===== config.mk =====
export PLATFORM = sky130hd
export DESIGN_NAME = shift_pipe_flat
export DESIGN_NICKNAME = d
export VERILOG_FILES = /design/src/rtl/shift_pipe_if.sv /design/src/rtl/shift_pipe.sv /design/src/flat_wrapper.sv
export SDC_FILE = /design/constraint.sdc
export NUM_CORES = 1
export LEC_CHECK = 0
export CORE_UTILIZATION = 41
export CTS_BUF_LIST = sky130_fd_sc_hd__clkbuf_8
export CTS_CLUSTER_SIZE = 16
export DETAILED_ROUTE_END_ITERATION = 7
export DONT_BUFFER_PORTS = 1
export GPL_TIMING_DRIVEN = 0
export PLACE_DENSITY = 0.64
export SLEW_MARGIN = 20
export SYNTH_ARGS = -nofsm -noshare
export SYNTH_HDL_FRONTEND = slang
export SYNTH_SLANG_ARGS = --single-unit

===== constraint.sdc =====
create_clock -name i_clk -period 12.12 [get_ports i_clk]
set_clock_uncertainty 0.15 [all_clocks]
set_input_delay 1.212 -clock i_clk [delete_from_list [all_inputs] [get_ports i_clk]]
set_output_delay 1.212 -clock i_clk [all_outputs]
set_load 0.005 [all_outputs]

===== src/rtl/shift_pipe_if.sv =====
// Operand/result handshake bundle for shift_pipe.
// The producer/consumer side takes the master modport; the shifter takes the slave modport.
interface shift_pipe_if #(
  parameter int DPW  = 32,
  parameter int TAGW = 5
);
  localparam int AMTW = $clog2(DPW);

  logic            in_valid;
  logic            in_ready;
  logic [DPW-1:0]  in_data;
  logic [AMTW-1:0] in_amt;
  logic [2:0]      in_mode;
  logic [TAGW-1:0] in_tag;
  logic            out_valid;
  logic            out_ready;
  logic [DPW-1:0]  out_data;
  logic [TAGW-1:0] out_tag;

  modport master (
    output in_valid, in_data, in_amt, in_mode, in_tag, out_ready,
    input  in_ready, out_valid, out_data, out_tag
  );

  modport slave (
    input  in_valid, in_data, in_amt, in_mode, in_tag, out_ready,
    output in_ready, out_valid, out_data, out_tag
  );
endinterface


===== src/rtl/shift_pipe.sv =====
// Pipelined barrel shifter (SLL/SRL/SRA/ROL/ROR) with tag sideband and per-stage back-pressure.
// Left modes are bit-reversed on entry and exit so every stage only needs right-shift/rotate hardware.
module shift_pipe #(
  parameter int DPW         = 32,
  parameter int LVL_PER_STG = 2,
  parameter int TAGW        = 5
) (
  input  logic       i_clk,
  input  logic       i_rst,
  input  logic       i_flush,
  shift_pipe_if.slave io_pipe
);
  localparam int NLVL = $clog2(DPW);
  localparam int NSTG = (NLVL + LVL_PER_STG - 1) / LVL_PER_STG;

  localparam logic [2:0] M_SLL = 3'b000;
  localparam logic [2:0] M_SRA = 3'b010;
  localparam logic [2:0] M_ROL = 3'b011;
  localparam logic [2:0] M_ROR = 3'b100;

  logic [NSTG-1:0] r_vld;
  logic [DPW-1:0]  r_data [NSTG];
  logic [NLVL-1:0] r_amt  [NSTG];
  logic [2:0]      r_mode [NSTG];
  logic [TAGW-1:0] r_tag  [NSTG];

  logic [NSTG-1:0] w_adv;
  logic [NSTG-1:0] w_src_vld;
  logic [DPW-1:0]  w_src_data [NSTG];
  logic [NLVL-1:0] w_src_amt  [NSTG];
  logic [2:0]      w_src_mode [NSTG];
  logic [TAGW-1:0] w_src_tag  [NSTG];
  logic [DPW-1:0]  w_nxt_data [NSTG];
  logic [NLVL-1:0] w_nxt_amt  [NSTG];

  function automatic logic [DPW-1:0] f_rev(input logic [DPW-1:0] d);
    logic [DPW-1:0] r;
    for (int b = 0; b < DPW; b++) r[b] = d[DPW-1-b];
    return r;
  endfunction

  function automatic logic f_left(input logic [2:0] m);
    return (m == M_SLL) || (m == M_ROL);
  endfunction

  // Right shift/rotate by sh; SRA fill uses the current MSB, which still equals the original sign.
  function automatic logic [DPW-1:0] f_lvl(input logic [DPW-1:0] d, input int sh,
                                           input logic [2:0] m);
    logic [DPW-1:0]   fill;
    logic [2*DPW-1:0] ext;
    case (m)
      M_SRA:        fill = {DPW{d[DPW-1]}};
      M_ROL, M_ROR: fill = d;
      default:      fill = '0;
    endcase
    ext = {fill, d} >> sh;
    return ext[DPW-1:0];
  endfunction

  always_comb begin
    logic [DPW-1:0] w_d;
    w_adv[NSTG-1] = !r_vld[NSTG-1] || io_pipe.out_ready;
    for (int k = NSTG - 2; k >= 0; k--) w_adv[k] = !r_vld[k] || w_adv[k+1];

    w_src_vld[0]  = io_pipe.in_valid;
    w_src_data[0] = f_left(io_pipe.in_mode) ? f_rev(io_pipe.in_data) : io_pipe.in_data;
    w_src_amt[0]  = io_pipe.in_amt;
    w_src_mode[0] = io_pipe.in_mode;
    w_src_tag[0]  = io_pipe.in_tag;
    for (int k = 1; k < NSTG; k++) begin
      w_src_vld[k]  = r_vld[k-1];
      w_src_data[k] = r_data[k-1];
      w_src_amt[k]  = r_amt[k-1];
      w_src_mode[k] = r_mode[k-1];
      w_src_tag[k]  = r_tag[k-1];
    end

    for (int k = 0; k < NSTG; k++) begin
      w_d = w_src_data[k];
      w_nxt_amt[k] = w_src_amt[k];
      for (int l = 0; l < NLVL; l++) begin
        if (l / LVL_PER_STG <= k) w_nxt_amt[k][l] = 1'b0;
        if ((l / LVL_PER_STG == k) && w_src_amt[k][l] && (w_src_mode[k] <= M_ROR))
          w_d = f_lvl(w_d, 1 << l, w_src_mode[k]);
      end
      if ((k == NSTG - 1) && f_left(w_src_mode[k])) w_d = f_rev(w_d);
      w_nxt_data[k] = w_d;
    end
  end

  always_ff @(posedge i_clk) begin
    if (i_rst) begin
      r_vld <= '0;
      for (int k = 0; k < NSTG; k++) begin
        r_data[k] <= '0;
        r_amt[k]  <= '0;
        r_mode[k] <= '0;
        r_tag[k]  <= '0;
      end
    end else if (i_flush) begin
      r_vld <= '0;
    end else begin
      for (int k = 0; k < NSTG; k++) begin
        if (w_adv[k]) begin
          r_vld[k] <= w_src_vld[k];
          if (w_src_vld[k]) begin
            r_data[k] <= w_nxt_data[k];
            r_amt[k]  <= w_nxt_amt[k];
            r_mode[k] <= w_src_mode[k];
            r_tag[k]  <= w_src_tag[k];
          end
        end
      end
    end
  end

  assign io_pipe.in_ready  = w_adv[0] && !i_flush;
  assign io_pipe.out_valid = r_vld[NSTG-1];
  assign io_pipe.out_data  = r_data[NSTG-1];
  assign io_pipe.out_tag   = r_tag[NSTG-1];
endmodule


===== src/flat_wrapper.sv =====
// flat-port wrapper written by rule: the top's interface ports become plain ports
module shift_pipe_flat 
#(
  parameter int DPW         = 32,
  parameter int LVL_PER_STG = 2,
  parameter int TAGW        = 5
)
  (i_clk, i_rst, i_flush, io_pipe_in_valid, io_pipe_in_data, io_pipe_in_amt, io_pipe_in_mode, io_pipe_in_tag, io_pipe_out_ready, io_pipe_in_ready, io_pipe_out_valid, io_pipe_out_data, io_pipe_out_tag);
  shift_pipe_if #(.DPW(DPW), .TAGW(TAGW)) io_pipe_i ();
  input  logic i_clk;
  input  logic i_rst;
  input  logic i_flush;
  input wire logic [$bits(io_pipe_i.in_valid)-1:0] io_pipe_in_valid;
  input wire logic [$bits(io_pipe_i.in_data)-1:0] io_pipe_in_data;
  input wire logic [$bits(io_pipe_i.in_amt)-1:0] io_pipe_in_amt;
  input wire logic [$bits(io_pipe_i.in_mode)-1:0] io_pipe_in_mode;
  input wire logic [$bits(io_pipe_i.in_tag)-1:0] io_pipe_in_tag;
  input wire logic [$bits(io_pipe_i.out_ready)-1:0] io_pipe_out_ready;
  output wire logic [$bits(io_pipe_i.in_ready)-1:0] io_pipe_in_ready;
  output wire logic [$bits(io_pipe_i.out_valid)-1:0] io_pipe_out_valid;
  output wire logic [$bits(io_pipe_i.out_data)-1:0] io_pipe_out_data;
  output wire logic [$bits(io_pipe_i.out_tag)-1:0] io_pipe_out_tag;
  assign io_pipe_i.in_valid = io_pipe_in_valid;
  assign io_pipe_i.in_data = io_pipe_in_data;
  assign io_pipe_i.in_amt = io_pipe_in_amt;
  assign io_pipe_i.in_mode = io_pipe_in_mode;
  assign io_pipe_i.in_tag = io_pipe_in_tag;
  assign io_pipe_i.out_ready = io_pipe_out_ready;
  assign io_pipe_in_ready = io_pipe_i.in_ready;
  assign io_pipe_out_valid = io_pipe_i.out_valid;
  assign io_pipe_out_data = io_pipe_i.out_data;
  assign io_pipe_out_tag = io_pipe_i.out_tag;
  shift_pipe #(.DPW(DPW), .LVL_PER_STG(LVL_PER_STG), .TAGW(TAGW)) u_core (.i_clk(i_clk), .i_rst(i_rst), .i_flush(i_flush), .io_pipe(io_pipe_i));
endmodule

==> results of run 1 <==
## metrics by stage
step	hold WS [ns]	cell area, um^2	util [%]
final	0.373	8230	45.8
after global routing	0.401	8230	45.8
after CTS	0.376	8230	45.8
after detailed placement	0.357	7890	43.9
after global placement	0.347	7780	43.3
after floorplan	0.329	7500	-
## kinds of logic (layout without fill, tap and decap cells)
logic type / Yosys count / in the layout / share of synthesized area [%]
buf+inv: 100 / 136 / 7.68
compound gates: 190 / 190 / 17.4
xor+xnor: 3 / 3 / 0.451
flops: 124 / 124 / 49.3
mux: 91 / 91 / 13.0
simple gates: 191 / 191 / 12.2
## final timing paths
kind | endpoint | cells past startpoint | from
worst min register to register | u_core.r_tag[0][9] | 1 | u_core.r_tag[0][4]
worst max register to register | u_core.r_data[0][95] | 7 | u_core.r_vld[1]
worst min-delay path | u_core.r_tag[0][9] | 1 | u_core.r_tag[0][4]
worst max-delay path | io_pipe_in_ready | 2 | io_pipe_out_ready
## routing by layer
metal  GRT usage (%)  up-vias
li1                -     2648
met1            22.8     2569
met2            37.1      149
met3            4.49       27
met4            7.39        0
met5               0        -
## where the power goes
part / total, uW / leakage [uW] / switching, uW / internal [uW]
sequential: 520 / 0.00129 / 17.8 / 502
combinational: 176 / 0.00175 / 107 / 68.9
clock: 316 / 0.000169 / 159 / 156
## cell usage in the layout (no fill, tap or decap), drive strengths merged, types with 2 or more instances in the layout
master / instances
and3b: 3
nor2b: 3
or2: 2
a21oi: 32
a311oi: 12
clkbuf: 41
and3: 12
o2bb2ai: 3
and2: 25
o21ai: 35
clkinv: 8
a21o: 2
nor2: 64
dfxtp: 3
xnor2: 2
buf: 72
a31oi: 20
nand2b: 4
nor3b: 4
inv: 10
nor3: 3
and4b: 2
mux4: 4
mux2: 11
nand2: 68
a211oi: 50
clkinvlp: 4
edfxtp: 121
o22ai: 2
a22o: 24
a32oi: 4
o221ai: 2
mux2i: 76
## cell type report
cell class,count,area [um^2],area share (%)
flip-flops and latches,124,3690,44.9
multi-input cells,475,3260,39.6
clock buffers,17,234,2.84
well taps,229,287,3.48
plain buffers,92,546,6.63
inverters,8,30.0,0.365
repair buffers,4,73.8,0.897
clock inverters,15,108,1.31
## registers in the layout, summed over array words and instances, names as in the netlist
| signal | flops |
|---|---|
| u_core.r_vld | 3 |
| u_core.r_tag | 15 |
| u_core.r_mode | 6 |
| u_core.r_data | 96 |
| u_core.r_amt | 4 |
==> impl_results.md, run 1 <==
* TritonRoute pass-1 iters at 5
* Resized Gates After CTS at 0
* Max Cap Viol at 0
* Cell taking the most area after synthesis: edfxtp_1
* Finish-stage setup viols at 0
* Syn_area_per_cell at roughly 11 um^2
* RSZ-0062 raised after global routing: false
* Slew Viols, Final at 0
* Initial core utilization at a little over two fifths
* DRT iter0 DRCs at 308
* CP endpoint kind: primary output
* Filler instances at 1,688
* Setup slack, reg-to-reg at about 9.5 ns
* Bufs and invs on worst path at 0
* Final Power at 1010 uW
* WP data required at 10.76 ns
* Post-CTS Setup Inserts at 0
* Pwr dens at 123 mW/mm^2
* VDD IR max at 68.3 uV
* Grt ovf at 0
* Vias per cell at between 5 and 6
* Clock Pin Slew Worst Setup and Hold Paths at 0.06 ns
* Register area share after synthesis at 49.3%
* Syn_nets at 749
* Ant diodes at 0
* Highest routed metal layer: met4
* Ratio of final minimum period to clock period at 25.3%
* Slew of the pin with the lowest slew margin at about 0.54 ns
* Core box area at 0.0180 mm^2
* Number of flops mapped to enable cells by yosys at 121
* Critical path's top delay family: compound AO/OA/AOI/OAI gates
* Top_reg_cell synth: edfxtp_1
* Sink Count at roughly 120
* PnR worst setup slack at 9.06 ns
* Drc violations at 0
* Die W at 137 um
* Async set or reset register ratio after synthesis at 0%
* Maximum fanout along the worst path at 5
* Maximum operating frequency at approximately 330 MHz
* Synth cell types at 49
* Syn Std Cell Area at 0.00750 mm^2
* Synth Warn # at 0
* Most common cell in the netlist: edfxtp_1
* Met3 Routed Length at 796 um
* Shortest period the worst path allows at 3.06 ns
* GRT Overall Usage at 20.2%
* Place WS at 8.56 ns
* CP max-delay cell: a21oi_1
* Fin. Hold Viols at 0
* CP peak stage delay at 0.26 ns
* Share of cells above drive strength 1 at approximately 18%
* Flops & latches, synth at approximately 120
* Most instantiated cells after synthesis: edfxtp_1, mux2i_1, nand2_1
* Final GP Congestion at 0.906
* Kind of start point of the critical path: primary input
* CTS tree: done
* Via Count at 5,393
* Total CTS buffers at 17
* Global-route wire length before repair at 28,200 um
* Final HPWL DP at 14,600 um
* Number of cells produced by synthesis at 699
* Final non-filler cell total at 964
* Routed Antenna Nets at 0
* Setup TNS at 0 ns
* Root Buffer: clkbuf_8
* Clk_lat worst skew at 0.44 ns
* H-tree levels at 4
* Vias in the first global route at 5,339
* Top Ports at 89
* Hold Path Class: reg -> reg
* WL met1 at 7460 um
* Leading post-synthesis cells by cell area: edfxtp_1, mux2i_1, a211oi_1
* Placed insts at 932
* Top-area cell type share of the netlist area at 48.5%
* Die ar. at 0.0188 mm^2
* Final WL at 18,200 um
* Pin count of the biggest net entering global routing at 37
* Vert. Die Dim at between 100 and 150 um
* Clock Path Buffers at 2
* CP arrival at 1.70 ns
* Crit-path cells: and3b_1, a21oi_1
* Critical path class: in -> out
* Leakage at ~0.0032 uW
* CTS Hold Bufs at 0
* Met2 wire len at about 9500 um
* WL/cell at 18.8 um
* Count of input and output buffers at 0
* Status: completed
* Area growth from synthesis to layout at 9.73%
* Slew headroom at 63.4%
* FP Rows at 49
* Fin nets at 772
* Initial antenna violation count at 0
Power figures use the tool's default switching activity.
==> run 2, diff against run 1 <==
- ABC_AREA: unset -> 1
- clock period: 12.12 -> 2.83 ns (I/O delays scaled with it)
==> run 2 against run 1 <==
Effect of this change:
- die area rose by 0.72%
- sequential cell count unchanged
- register-to-register slack lost 8.8 ns
- critical path type is now in -> reg
- largest power group unchanged
==> impl_results.md, run 2 <==
* Status: completed
* Final WL at 17,400 um (-4.0%)
* Top_reg_cell synth: edfxtp_1
* Crit-path cells: dlygate4sd3_1, inv_2, nand3_1, nand2_1, a31oi_1, buf_4, buf_2, o21ai_0, a21oi_1
* Fin nets at 1,046 (+35%)
* Hold Path Class: in -> reg
* Leakage at 0.00368 uW (+15%)
* Max Cap Viol at 0 (unchanged)
* Final GP Congestion at 0.911 (+0.51%)
* Share of cells above drive strength 1 at 13.7% (-3.9 points)
* Vias in the first global route at 5,779 (+8.2%)
* Register area share after synthesis at 48.9% (-0.36 points)
* Synth cell types at 28 (-43%)
* Setup slack, reg-to-reg at 0.69 ns (-8.82 ns)
* Met2 wire len at 8540 um (-10%)
* Final instance area at 0.00851 mm^2 (+3.4%)
* TritonRoute pass-1 iters at 7 (+2)
* Number of flops mapped to enable cells by yosys at 121 (unchanged)
* Vert. Die Dim at 138 um (+0.36%)
* Ant diodes at 0 (unchanged)
* Finish-stage setup viols at 0 (unchanged)
* CP peak stage delay at 0.54 ns (+0.28 ns)
* Critical path class: in -> reg
* Filler instances at 1,772 (+5.0%)
* Syn_area_per_cell at 7.88 um^2 (-27%)
* DRT iter0 DRCs at 305 (-0.97%)
* Core box area at 0.0180 mm^2 (+0.34%)
* Ratio of final minimum period to clock period at 77.5%
* Slew headroom at 53.2% (-10 points)
* Pwr dens at 538 mW/mm^2 (+340%)
* CP max-delay cell: dlygate4sd3_1
* Number of cells produced by synthesis at 959 (+37%)
* Clock Path Buffers at 2 (unchanged)
* WL met1 at 7830 um (+5.0%)
* Maximum fanout along the worst path at 10 (+5)
* Via Count at 6,176 (+15%)
* Die W at 138 um (+0.36%)
* RR Endpoint: u_core.r_data[0][56]
* WL/cell at 14.1 um (-25%)
* Top reg by flops: u_core.r_data
* Clock Pin Slew Worst Setup and Hold Paths at 0.07 ns (about the same)
* CP endpoint kind: register
* Slew of the pin with the lowest slew margin at 0.699 ns (+0.154 ns)
* GRT Overall Usage at 19.5% (-0.70 points)
* Fin. Hold Viols at 0 (unchanged)
* Shortest period the worst path allows at 2.19 ns
* Die ar. at 0.0190 mm^2 (+0.72%)
* CTS tree: done
* Total CTS buffers at 17 (unchanged)
* Leading post-synthesis cells by cell area: edfxtp_1, nand2_1, nand3_1
* Kind of start point of the critical path: primary input
* Most instantiated cells after synthesis: nand2_1, edfxtp_1, nor2_1
* Top-area cell type share of the netlist area at 48.1% (-0.35 points)
* Drc violations at 0 (unchanged)
* FF-to-FF path depth at 4 (-3)
* Sink Count at 124 (unchanged)
* Slew Viols, Final at 0 (unchanged)
* Final HPWL DP at 13,400 um (-8.3%)
* WP data required at 2.89 ns (-7.87 ns)
* VDD IR max at 223 uV (+230%)
* Final Power at 4580 uW (+350%)
* Global-route wire length before repair at 28,300 um (+0.24%)
* Met3 Routed Length at 754 um (-5.3%)
* Root Buffer: clkbuf_8
* Grt ovf at 0 (unchanged)
* Max FFs per register at 96 (unchanged)
* Clk_lat worst skew at 0.43 ns (about the same)
* CP arrival at 2.25 ns (+0.55 ns)
* Worst hold margin at 0.0348 ns (-0.338 ns)
* H-tree levels at 4 (unchanged)
* Routed Antenna Nets at 0 (unchanged)
* Syn Std Cell Area at 0.00755 mm^2 (+0.73%)
* Most common cell after layout, fill and taps aside: nand2_1
* Flops & latches, synth at 124 (unchanged)
* Post-DP Area at 0.00796 mm^2 (+0.89%)
* Initial antenna violation count at 0 (unchanged)
* CP endpoint: u_core.r_data[0][54]
* Post-layout util at 47.2% (+1.4 points)
* Vias per cell at 4.99 (-11%)
* Most frequent cells in the layout: nand2_1, edfxtp_1, nor2_1
* FP Rows at 49 (unchanged)
* Async set or reset register ratio after synthesis at 0% (unchanged)
* Initial core utilization at 41.9% (+0.16 points)
* Critical Path Start: io_pipe_out_ready
* RSZ-0062 raised after global routing: false
* Post-CTS Setup Inserts at 0 (unchanged)
* Biggest regs: u_core.r_data: 96 flops, u_core.r_tag: 15 flops, u_core.r_mode: 6 flops
* Most common cell in the netlist: nand2_1
* Pin count of the biggest net entering global routing at 28 (-24%)
* Area growth from synthesis to layout at 12.7%
* Highest routed metal layer: met4
* Reg-to-reg startpoint: u_core.r_mode[0][1]
* Synth Warn # at 0 (unchanged)
* Syn_nets at 1,009 (+35%)
* Cell taking the most area after synthesis: edfxtp_1
* Count of input and output buffers at 0 (unchanged)
* Maximum operating frequency at 456 MHz
* Top Ports at 89 (unchanged)
==> run 2: final cells by class <==
type | instances | area [um^2] | share of cell area, %
Inverter | 95 | 357 | 4.19
Clock inverter | 15 | 170 | 2.00
Tap cell | 229 | 287 | 3.37
Multi-Input combinational cell | 647 | 2930 | 34.4
Clock buffer | 17 | 234 | 2.75
Buffer | 93 | 611 | 7.17
Timing Repair Buffer | 18 | 233 | 2.73
Sequential cell | 124 | 3690 | 43.4
==> run 2: layer usage <==
layer,vias up,track usage (%)
met3,17,3.27
met5,-,0
met1,2744,23.8
li1,3230,-
met4,0,7.43
met2,185,34.3
==> run 2: critical path: cells and delay by family <==
| kind | cells | cell delay (ns) |
|---|---|---|
| buffers and inverters | 4 | 1.11 |
| AO/OA/AOI/OAI | 3 | 0.65 |
| AND/OR/NAND/NOR | 2 | 0.21 |
==> run 2: worst min path at each step <==
stage	cells after the start	to	slack, ns	startpoint
finish	1	u_core.r_tag[0][14]	0.03	i_flush
detailed placement	3	u_core.r_vld[2]	0.34	io_pipe_out_ready
CTS	1	u_core.r_tag[0][10]	0.02	i_flush
global route	1	u_core.r_tag[0][11]	0.02	i_flush
floorplan	3	u_core.r_vld[2]	0.32	io_pipe_out_ready
global placement	3	u_core.r_vld[2]	0.34	io_pipe_out_ready
==> run 2: power by group <==
| group | leakage [uW] | internal [uW] | switching (uW) |
|---|---|---|---|
| sequential | 0.00129 | 2140 | 49.0 |
| combinational | 0.00220 | 272 | 519 |
| clock | 0.000199 | 868 | 723 |
==> run 2: cell families (layout without fill, tap and decap cells) <==
family	after synthesis	after routing	synth area share [%]
buf+inv	188	238	12.8
compound gates	195	195	13.6
simple gates	451	451	24.5
xor+xnor	1	1	0.116
flops	124	124	48.9
==> run 2: per-stage QoR <==
step           cells  setup slack, ns  setup TNS [ns]
2_1_floorplan    959           0.0812               0
3_3_place_gp    1188           -0.554          -20.37
3_5_place_dp    1191            0.682               0
4_1_cts         1238            0.669               0
5_1_grt         1238            0.519               0
6_report        1238            0.638               0
==> run 2: what timing repair did <==
action | in CTS | in global routing
gates resized for setup | 0 | 0
hold buffers | 15 | 0
hold endpoints to repair | 14 | 0
==> run 3, diff against run 2 <==
- clock period: 2.83 -> 2.1 ns (I/O delays scaled with it)
==> run 3 against run 2 <==
Effect of this change:
- sequential cell count unchanged
- sequential power is 35% higher
- sequential share of layout area shrank 0.10 points
- critical path depth did not move
- first-iteration DRC count is 7.5% higher
- register-to-register slack got worse by 0.57 ns
- utilization grew 0.11 points
- clock-buffer cell count is the same
- power is 33% higher
- setup slack worse by 0.53 ns
- cell area up 0.24%
- hold slack worse by 0.013 ns
- critical path type unchanged
- critical endpoint is now u_core.r_data[0][94]
==> impl_results.md, run 3 (synthesis gave the netlist of run 2 again) <==
* Status: completed
* VDD IR max at 312 uV (+40%)
* Critical Path Start: io_pipe_out_ready
* Slew headroom at 54.4% (+1.2 points)
* Grt ovf at 0 (unchanged)
* Routed Antenna Nets at 0 (unchanged)
* Die W at 138 um (unchanged)
* Biggest regs: u_core.r_data: 96 flops, u_core.r_tag: 15 flops, u_core.r_mode: 6 flops
* Worst hold margin at 0.0213 ns (-0.0134 ns)
* CP endpoint: u_core.r_data[0][94]
* TritonRoute pass-1 iters at 5 (-2)
* Maximum fanout along the worst path at 10 (unchanged)
* Slew Viols, Final at 0 (unchanged)
* Top Ports at 89 (unchanged)
* Clock Path Buffers at 2 (unchanged)
* Ant diodes at 0 (unchanged)
* Fin. Hold Viols at 0 (unchanged)
* Setup slack, reg-to-reg at 0.12 ns (-0.57 ns)
* Clock Pin Slew Worst Setup and Hold Paths at 0.07 ns (about the same)
* Placed insts at 1,191 (unchanged)
* Filler instances at 1,784 (+0.68%)
* Final WL at 17,100 um (-1.7%)
* Final Power at 6100 uW (+33%)
* Sink Count at 124 (unchanged)
* Maximum operating frequency at 502 MHz
* Initial core utilization at 41.9% (unchanged)
* Shortest period the worst path allows at 1.99 ns
* Area growth from synthesis to layout at 12.9%
* Final non-filler cell total at 1,239 (+0.081%)
* Hold Path Class: in -> reg
* WL/cell at 13.8 um (-1.8%)
* Final GP Congestion at 0.899 (-1.3%)
* CTS tree: done
* Slew of the pin with the lowest slew margin at 0.681 ns (-0.0176 ns)
* Count of input and output buffers at 0 (unchanged)
* WP data required at 2.22 ns (-0.67 ns)
* Root Buffer: clkbuf_8
* Leakage at 0.00369 uW (+0.22%)
* Drc violations at 0 (unchanged)
* GRT Overall Usage at 19.3% (-0.25 points)
* Pin count of the biggest net entering global routing at 27 (-3.6%)
* Core box area at 0.0180 mm^2 (unchanged)
* Max FFs per register at 96 (unchanged)
* Ratio of final minimum period to clock period at a little over nine tenths
* FP Rows at 49 (unchanged)
* Finish-stage setup viols at 0 (unchanged)
* CP endpoint kind: register
* WHS Path Cells at 1 (unchanged)
* PnR worst setup slack at 0.107 ns (-0.531 ns)
* CP arrival at 2.12 ns (-0.13 ns)
* Vias in the first global route at 5,705 (-1.3%)
* Vert. Die Dim at 138 um (unchanged)
* Most common cell after layout, fill and taps aside: nand2_1
* DRT iter0 DRCs at 328 (+7.5%)
* Pwr dens at 715 mW/mm^2 (+33%)
* Clk_lat worst skew at 0.43 ns (about the same)
* Initial antenna violation count at 0 (unchanged)
* Total CTS buffers at 17 (unchanged)
* Reg-to-reg startpoint: u_core.r_vld[2]
* Most frequent cells in the layout: nand2_1, edfxtp_1, nor2_1
* Die ar. at 0.0190 mm^2 (unchanged)
* Share of cells above drive strength 1 at 14.5% (+0.78 points)
* Kind of start point of the critical path: primary input
* Final HPWL DP at 13,400 um (-0.12%)
* Via Count at 6,183 (+0.11%)
* H-tree levels at 4 (unchanged)
* RR Endpoint: u_core.r_data[0][94]
* Post-DP Area at 0.00796 mm^2 (unchanged)
* Max Cap Viol at 0 (unchanged)
* Top reg by flops: u_core.r_data
* Place WS at 0.0304 ns (-0.651 ns)
* Global-route wire length before repair at 27,800 um (-1.9%)
* Final instance area at 0.00853 mm^2 (+0.24%)
* Vias per cell at 4.99 (about the same)
* Critical path class: in -> reg
* Fin nets at 1,047 (+0.096%)
* FF-to-FF path depth at 7 (+3)
## run 3: cell types whose count changed in the layout (fill, tap and decap cells not counted), sizes merged
cell / before / now
clkinv: 7 / 10
clkbuf: 32 / 34
inv: 98 / 95
buf: 81 / 80
## run 3: worst min path at each step
| stage | to | from | slack [ns] |
|---|---|---|---|
| final | u_core.r_tag[0][0] | i_flush | 0.02 |
| after global routing | u_core.r_amt[0][1] | i_flush | 0.004 |
| after CTS | u_core.r_amt[0][1] | i_flush | 0.007 |
| after detailed placement | u_core.r_tag[0][1] | io_pipe_in_tag[1] | 0.28 |
| after global placement | u_core.r_vld[2] | io_pipe_out_ready | 0.26 |
| after floorplan | u_core.r_vld[2] | io_pipe_out_ready | 0.25 |
## run 3: report_power, final
| group | internal (uW) | switching (uW) |
|---|---|---|
| logic | 371 | 694 |
| clock network | 1150 | 928 |
| registers | 2890 | 66.4 |
## run 3: timing repair
item / in CTS / in global routing
hold buffers: 15 / 0
endpoints found under the hold margin: 29 / 0
setup buffers: 0 / 1
endpoints found under the setup margin: 0 / 38
resized for setup: 0 / 10
## run 3: stage by stage
stage,utilization (%),setup TNS (ns)
finish,47.3,0
detailed placement,44.1,0
global route,47.3,-0.00276
CTS,47.1,0
floorplan,-,0
global placement,43.6,-14.73
## run 3: layout make-up
| cell class | instances | area [um^2] | share of cell area, % |
|---|---|---|---|
| sequential | 124 | 3690 | 43.3 |
| multi-input combinational | 647 | 2950 | 34.6 |
| buffer | 93 | 617 | 7.23 |
| inverter | 95 | 357 | 4.18 |
| tap | 229 | 287 | 3.36 |
| timing repair buffer | 19 | 240 | 2.82 |
| clock buffer | 17 | 234 | 2.74 |
| clock inverter | 15 | 155 | 1.82 |
## run 3: metal layers
| layer | vias up | GRT usage [%] | part of all wire, % |
|---|---|---|---|
| li1 | 3225 | - | - |
| met1 | 2758 | 24.4 | 45 |
| met2 | 174 | 32.5 | 48 |
| met3 | 26 | 3.61 | 4.3 |
| met4 | 0 | 7.73 | 2.5 |
| met5 | - | 0 | 0 |
## run 3: worst max-delay path: stages
cell and delay (ns):
dlygate4sd3_1 0.55, inv_2 0.05, nand2_1 0.07, nand2_1 0.13, a31oi_2 0.24, buf_4 0.24
clkbuf_2 0.30, o21ai_0 0.17, a21oi_1 0.16
